**src/rtl/id_decode_unit_pkg.sv**
```systemverilog
// id_decode_unit_pkg: opcode/ALU/branch encodings and the opcode-to-control decode table
package id_decode_unit_pkg;
   localparam int DEF_WORD_LEN     = 16;
   localparam int DEF_REG_ADDR_LEN = 4;
   localparam int DEF_EXE_CMD_LEN  = 4;
   typedef enum logic [3:0] {
      OP_NOP, OP_ADD, OP_SUB, OP_AND, OP_OR, OP_XOR, OP_SLL, OP_ADDI,
      OP_LD, OP_ST, OP_BEQ, OP_BNE, OP_JMP, OP_CMP, OP_BZ, OP_RSV
   } opcode_e;
   typedef enum logic [3:0] {
      EXE_NOP, EXE_ADD, EXE_SUB, EXE_AND, EXE_OR, EXE_XOR, EXE_SLL
   } exe_cmd_e;
   typedef enum logic [1:0] {BR_NONE, BR_BEQ, BR_BNE, BR_BZ} branch_e;
   typedef struct packed {
      exe_cmd_e cmd;
      logic     wb;
      logic     mem_r;
      logic     mem_w;
      logic     imm;
      logic     st_bne;
      logic     jump;
      branch_e  br;
   } ctrl_t;
   function automatic ctrl_t decode(opcode_e op);
      ctrl_t c;
      c = '0;
      case (op)
         OP_ADD:  begin c.cmd = EXE_ADD; c.wb = 1'b1; end
         OP_SUB:  begin c.cmd = EXE_SUB; c.wb = 1'b1; end
         OP_AND:  begin c.cmd = EXE_AND; c.wb = 1'b1; end
         OP_OR:   begin c.cmd = EXE_OR;  c.wb = 1'b1; end
         OP_XOR:  begin c.cmd = EXE_XOR; c.wb = 1'b1; end
         OP_SLL:  begin c.cmd = EXE_SLL; c.wb = 1'b1; c.imm = 1'b1; end
         OP_ADDI: begin c.cmd = EXE_ADD; c.wb = 1'b1; c.imm = 1'b1; end
         OP_LD:   begin c.cmd = EXE_ADD; c.wb = 1'b1; c.mem_r = 1'b1; c.imm = 1'b1; end
         OP_ST:   begin c.cmd = EXE_ADD; c.mem_w = 1'b1; c.imm = 1'b1; c.st_bne = 1'b1; end
         OP_BEQ:  c.br = BR_BEQ;
         OP_BNE:  begin c.br = BR_BNE; c.st_bne = 1'b1; end
         OP_JMP:  c.jump = 1'b1;
         OP_CMP:  c.cmd = EXE_SUB;
         OP_BZ:   c.br = BR_BZ;
         default: c = '0;
      endcase
      return c;
   endfunction
endpackage

```
**src/rtl/id_cond_checker.sv**
```systemverilog
// id_cond_checker: resolves whether the selected branch condition holds
module id_cond_checker
   import id_decode_unit_pkg::*;
#(
   parameter int WORD_LEN = DEF_WORD_LEN
) (
   input  logic [WORD_LEN-1:0] reg1,
   input  logic [WORD_LEN-1:0] reg2,
   input  logic                z,
   input  logic [1:0]          branch_comm,
   output logic                condition
);
   logic w_eq;
   assign w_eq = (reg1 == reg2);
   always_comb
      condition = (branch_comm == BR_BEQ) ?  w_eq :
                  (branch_comm == BR_BNE) ? !w_eq :
                  (branch_comm == BR_BZ)  ?  z    : 1'b0;
endmodule

```
**src/rtl/id_decode_unit.sv**
```systemverilog
// id_decode_unit: decodes the ID-stage instruction into controls and operands, owns the CMP flag Z
module id_decode_unit
   import id_decode_unit_pkg::*;
#(
   parameter int WORD_LEN     = DEF_WORD_LEN,
   parameter int REG_ADDR_LEN = DEF_REG_ADDR_LEN,
   parameter int EXE_CMD_LEN  = DEF_EXE_CMD_LEN
) (
   input  logic                    clk,
   input  logic                    rst,
   input  logic                    hazard_detected_in,
   input  logic [WORD_LEN-1:0]     instruction,
   input  logic [WORD_LEN-1:0]     reg1,
   input  logic [WORD_LEN-1:0]     reg2,
   output logic [REG_ADDR_LEN-1:0] src1,
   output logic [REG_ADDR_LEN-1:0] src2_reg_file,
   output logic [REG_ADDR_LEN-1:0] src2_forw,
   output logic [REG_ADDR_LEN-1:0] customdest,
   output logic [WORD_LEN-1:0]     val1,
   output logic [WORD_LEN-1:0]     val2,
   output logic [7:0]              sll_amount,
   output logic [EXE_CMD_LEN-1:0]  exe_cmd,
   output logic                    mem_r_en,
   output logic                    mem_w_en,
   output logic                    wb_en,
   output logic                    is_imm_out,
   output logic                    st_or_bne_out,
   output logic [1:0]              branch_comm,
   output logic                    br_taken,
   output logic                    jump_enable
);
   opcode_e w_op;
   ctrl_t   w_ctrl;
   logic    w_gate;
   logic    w_cond;
   logic    r_z;
   assign w_op   = opcode_e'(instruction[15:12]);
   assign w_ctrl = decode(w_op);
   // stage enables die under a stall bubble or while reset is held low
   assign w_gate = rst & ~hazard_detected_in;
   always_comb begin
      src1          = REG_ADDR_LEN'(instruction[11:8]);
      customdest    = REG_ADDR_LEN'(instruction[11:8]);
      src2_reg_file = w_ctrl.st_bne ? REG_ADDR_LEN'(instruction[11:8]) : REG_ADDR_LEN'(instruction[7:4]);
      src2_forw     = w_ctrl.imm ? '0 : REG_ADDR_LEN'(instruction[7:4]);
      val1          = reg1;
      val2          = w_ctrl.imm ? {{(WORD_LEN-8){instruction[7]}}, instruction[7:0]} : reg2;
      sll_amount    = instruction[7:0];
      is_imm_out    = w_ctrl.imm;
      st_or_bne_out = w_ctrl.st_bne;
      branch_comm   = w_ctrl.br;
      exe_cmd       = w_gate ? EXE_CMD_LEN'(w_ctrl.cmd) : '0;
      wb_en         = w_gate & w_ctrl.wb;
      mem_r_en      = w_gate & w_ctrl.mem_r;
      mem_w_en      = w_gate & w_ctrl.mem_w;
      jump_enable   = w_gate & w_ctrl.jump;
      br_taken      = w_gate & w_cond;
   end
   id_cond_checker #(.WORD_LEN(WORD_LEN)) u_cond (
      .reg1        (reg1),
      .reg2        (reg2),
      .z           (r_z),
      .branch_comm (w_ctrl.br),
      .condition   (w_cond)
   );
   always_ff @(posedge clk)
      if (!rst)
         r_z <= 1'b0;
      else if (w_op == OP_CMP && !hazard_detected_in)
         r_z <= (reg1 == reg2);
endmodule

```
**config.mk**
```make
export PLATFORM = sky130hd
export DESIGN_NAME = id_decode_unit
export DESIGN_NICKNAME = d
export VERILOG_FILES = /design/src/rtl/id_decode_unit_pkg.sv /design/src/rtl/id_cond_checker.sv /design/src/rtl/id_decode_unit.sv
export SDC_FILE = /design/constraint.sdc
export NUM_CORES = 1
export LEC_CHECK = 0
export ABC_AREA = 0
export CORE_MARGIN = 3
export CORE_UTILIZATION = 25
export CTS_CLUSTER_SIZE = 14
export DETAILED_ROUTE_END_ITERATION = 6
export PLACE_DENSITY = 0.78
export SLEW_MARGIN = 15
export SYNTH_ARGS = -nofsm -noshare
export SYNTH_HDL_FRONTEND = slang
export SYNTH_SLANG_ARGS = --single-unit
```
**constraint.sdc**
```tcl
create_clock -name clk -period 2.5 [get_ports clk]
set_input_delay 0.625 -clock clk [delete_from_list [all_inputs] [get_ports clk]]
set_output_delay 0.625 -clock clk [all_outputs]
set_load 0.005 [all_outputs]
```
* After elaboration in Yosys (flattened, before gate mapping)
Index checks and enable logic that the tools add are counted.
** Operators by class
- Mux-type cells :: 15
- Reductions and logical operators :: 8
- Equal/unequal tests :: 18
- Bitwise gates (word level) :: 7
** Operators with widths (number)
- $eq 4x4->1 const B :: 7
- $pmux 3 s6 :: 1
- $eq 16x16->1 :: 1
- $eq 4x3->1 const B :: 4
- $mux 16 :: 1
- $mux 4 :: 3
- $mux 1 :: 9
- $eq 4x2->1 const B :: 2
- $reduce_or 4->1 :: 2
- $reduce_or 8->1 :: 1
- $and 1x1->1 :: 6
- $pmux 2 s3 :: 1
- $eq 2x2->1 const B :: 2
- $eq 4x1->1 const B :: 1
- $reduce_or 2->1 :: 2
- $eq 2x1->1 const B :: 1
- $logic_not 1->1 :: 2
- $logic_and 1x1->1 :: 1
- $not 1->1 :: 1
** Word-level totals
- Logic and storage cells :: 49
- Register bits after elaboration :: 1
- Output and inout port bits :: 69

* Logic depth before layout (Yosys ltp)
- Depth after elaboration :: 7
- Depth in mapped cells :: 7
- Gate-level depth less buffers :: 5

* Modules after synthesis
Synthesis repeated with hierarchy kept, for this count alone.
** Unflattened totals
- Cells, all modules :: 142
- Area, all modules :: 1087.3 µm²
** Modules (own cells, without submodules)
- id_decode_unit :: area each 884.6 µm², cells an instance 117, instances 1, seq. area each 20.0 µm²
- id_cond_checker :: area each 202.7 µm², cells an instance 25, instances 1, seq. area each 0.0 µm²

* Worst setup path before layout
Ideal clock, no wire load.
- Path kind :: input -> output
- Start point :: in instruction[14]
- End point :: out val2[1]
- Cell stages on the path :: 5
- Data arrival time :: 1576 ps
- Setup slack :: 299 ps
- Data required time :: 1875 ps
- Path through :: buf_4 > nor2b_2 > a21oi_4 > buf_6 > mux2_4
** On the way
- Cells in the longest elaborated chain, start to end :: 4
- Elaborated cells between the ends (all ways) :: 7
- Those cells by class :: 4 x eq/ne; 2 x mux; 1 x reduce/logical
** RTL lines
- from (decl) :: RTL line id_decode_unit.sv:12 : input logic [WORD_LEN-1:0] instruction,
- $eq 4x4->1 or $eq 4x3->1 (tied branches) :: RTL line id_decode_unit_pkg.sv:27 : case (op)
- $reduce_or 4->1 (no line) (*)
- $mux 1 (*) :: RTL line id_decode_unit_pkg.sv:27
- $mux 16 (*) :: RTL line id_decode_unit.sv:47 : val2 = w_ctrl.imm ? {{(WORD_LEN-8){instruction[7]}}, instruction[7:0]} : reg2;
- to (decl) :: RTL line id_decode_unit.sv:20 : output logic [WORD_LEN-1:0] val2,
Mark *: on every way between the ends. The rest lies on a longest branch, timed or not.

* Worst setup path after layout
- Start point :: in reg2[10]
- End point :: out br_taken
** On the way
- Cells in the longest elaborated chain, start to end :: 5
** RTL lines
- from (decl) :: RTL line id_decode_unit.sv:14 : input logic [WORD_LEN-1:0] reg2,
- $eq 16x16->1 (*) :: RTL line id_cond_checker.sv:14 : assign w_eq = (reg1 == reg2);
- $logic_not 1->1 :: RTL line id_cond_checker.sv:17 : (branch_comm == BR_BNE) ? !w_eq :
- $mux 1 :: RTL line id_cond_checker.sv:17
- $mux 1 (*) :: RTL line id_cond_checker.sv:16 : condition = (branch_comm == BR_BEQ) ? w_eq :
- $and 1x1->1 (*) :: RTL line id_decode_unit.sv:57 : br_taken = w_gate & w_cond;
- to (decl) :: RTL line id_decode_unit.sv:29 : output logic br_taken,
Marks and branches as above.

==> run metrics <==
Top Family by Delay on Critical Path simple AND/OR/NAND/NOR gates; kind of end point of the critical path primary output; Inst Count DP 275; routed wire length per instance 13.7 µm; hold path start r_z; worst min-delay path class reg2reg; share of Yosys cell area claimed by the top area cell type 26.4%; startpoint of the worst-slack reg-to-reg timing path r_z; #FFs+latches synth 1; final critical-path required period 2.45 ns; remaining antenna violation count after routing 0; total congestion overflow after global routing 0; total global routing track utilization 14.9%; number of global-route vias before repair 1,156; sort of element at the start of the critical path input port; reg2reg setup slack 1.83 ns; clock latency on the worst-skew pair 0 ns; TritonRoute pass-1 iters 3; Worst Path Buf+Inv 2; Core Util, Final 64.7%; Reg with most FFs r_z; post-synth cell types 30; Final setup violation count 0; WP data arrival 1.83 ns; Clock transition at path regs 0 ns; Starting Density 27.4%; type of the worst setup path in2out; maximum achievable frequency 408 MHz; area overhead of the layout relative to synthesis 136%; share of cells above drive strength 1 34.6%; Tcrit/Tclk final 98.1%; netlist area before placement 966 µm²; number of hold-slack violations in the final timing report 0; most frequent standard cell in the layout excluding fill and tap cells clkdlybuf4s50_1; share of the yosys chip area belonging to registers 2.07%; die width 68.2 µm; post-synthesis average cell area 7.55 µm²; overall die height 68.2 µm; count of boundary I/O pins 120; launch point of the critical path reg2[10]; status completed; count of port buffers added during placement 118; leakage power total 1.36 nW; overall via count from detail_route 1,235; floorplan die area 4650 µm²; peak ir drop on the vdd network 94.6 µV; RSZ-0062 raised after global routing yes; standard-cell row count 21; critical path peak fanout 2; Post-Synthesis Net Count 179; commonest non-fill, non-tap cells in the layout clkdlybuf4s50_1 (48), buf_4 (34), dlymetal6s2s_1 (31); sum of net half-perimeters after detailed placement 3200 µm; gpl congestion 0.804; initial antenna violation count 0; wire length after detailed routing 3960 µm; number of nets in the finished design 296; first-iteration detailed-routing DRC count 18; clock tree skew after final layout 0 ns; Critical-path top delay cell nor4_1; maximum single-stage delay on the critical path 0.29 ns; number of maximum-capacitance constraint violations 0; biggest registers after layout r_z x1; top post-synthesis cells by area buf_4 (26%), xor2_1 (15%), mux2_4 (9.3%); drc violations 0; YS warnings 0; cell count after synthesis 128; maximum number of pins on one net before global-route repair 11; ordered list of cells on the worst path dlymetal6s2s_1 > xor2_1 > nor4_1 > nand4_1 > nand3_1 > mux2i_1 > buf_2; filler-free cell count of the finished design 289; CP Data Required Time 1.88 ns; first-pass GRT wire length 5370 µm; diode count 0; Vias/cell 4.27; biggest area consumer among synthesized cells buf_4; power density normalized to cell area 171 nW/µm²; flip-flop count of the largest register, all copies and words added 1; fill count 308; Floorplan Core Area 3520 µm²; Max Slew Vio Count 0
[kinds of logic (layout without fill, tap and decap cells)]
group / count (synthesis) / after routing / share of synthesized area [%]
other: 1 / 1 / 0.388
multiplexers: 13 / 13 / 17.2
flip-flops: 1 / 1 / 2.07
XOR/XNOR: 18 / 18 / 16.3
AO/OA/AOI/OAI: 14 / 14 / 10.8
AND/OR/NAND/NOR: 37 / 37 / 21.6
buffers and inverters: 44 / 159 / 31.6
[cell usage after synthesis]
library cell and number:
mux2i_1 2, xnor2_1 2, nand4_1 1, nand2_1 5, a21o_1 9, nor2b_2 1, nand2b_4 1, nor2b_1 1
nor2_1 8, dfxtp_1 1, a21oi_1 4, clkbuf_1 1, inv_1 3, buf_6 1, buf_4 34, buf_2 4
nor2_4 1, mux2_2 5, inv_2 1, mux2_4 6, nand3b_1 1, and2_1 5, nand3_1 2, nor4_1 6
a21oi_4 1, nor3_1 3, nand2_2 1, conb_1 1, xor2_1 16, nand2b_1 1
[per-stage QoR]
step | hold slack (ns) | TNS, ns | power (mW) | area, µm² | worst slack [ns]
global route | 0.645 | -0.0437 | 0.417 | 2280 | -0.0437
floorplan | 0.566 | 0 | 0.161 | 966 | 0.299
finish | 0.603 | 0 | 0.389 | 2280 | 0.0467
global placement | 0.607 | -17.95 | 0.386 | 2100 | -0.757
CTS | 0.610 | -0.885 | 0.390 | 2170 | -0.261
detailed placement | 0.599 | -17.78 | 0.389 | 2100 | -0.777
[path summary, 6_finish.rpt]
check / cells after the start / to
max: 7 / br_taken
min: 3 / r_z
max reg2reg: 3 / r_z
min reg2reg: 3 / r_z
[area by class of cell]
class,count,area [µm²],share of cell area [%]
multi-input cells,83,718,31.5
well taps,46,57.6,2.53
inverters,4,15.0,0.659
flip-flops and latches,1,20.0,0.879
repair buffers,155,1470,64.4
[per-layer routing]
layer,global-route usage [%],wire length [µm]
met1,16.7,1430
met2,30.3,2190
met3,2.13,344
met4,0.496,0
met5,0,0
[repair_timing]
| action | 4_1_cts | 5_1_grt |
|---|---|---|
| buffers inserted | 11 | 3 |
| hold buffers | 0 | 0 |
| endpoints found under the setup margin | 36 | 21 |
| gates resized for setup | 81 | 65 |
| pin swaps | 7 | 9 |
[report_power, final]
group	switching [mW]	total, mW	leakage, nW	internal, mW
combinational	0.133	0.372	1.35	0.239
sequential	0.00000000693	0.0163	0.00805	0.0163
clock	0	0	0	0
[tightest hold or removal path, delay by kind of cell (launching register included)]
kind                   cells  cell delay [ns]
flip-flops                 1             0.28
AND/OR/NAND/NOR            1             0.13
multiplexers               1             0.11
buffers and inverters      1             0.05
Power figures use the tool's default switching activity.
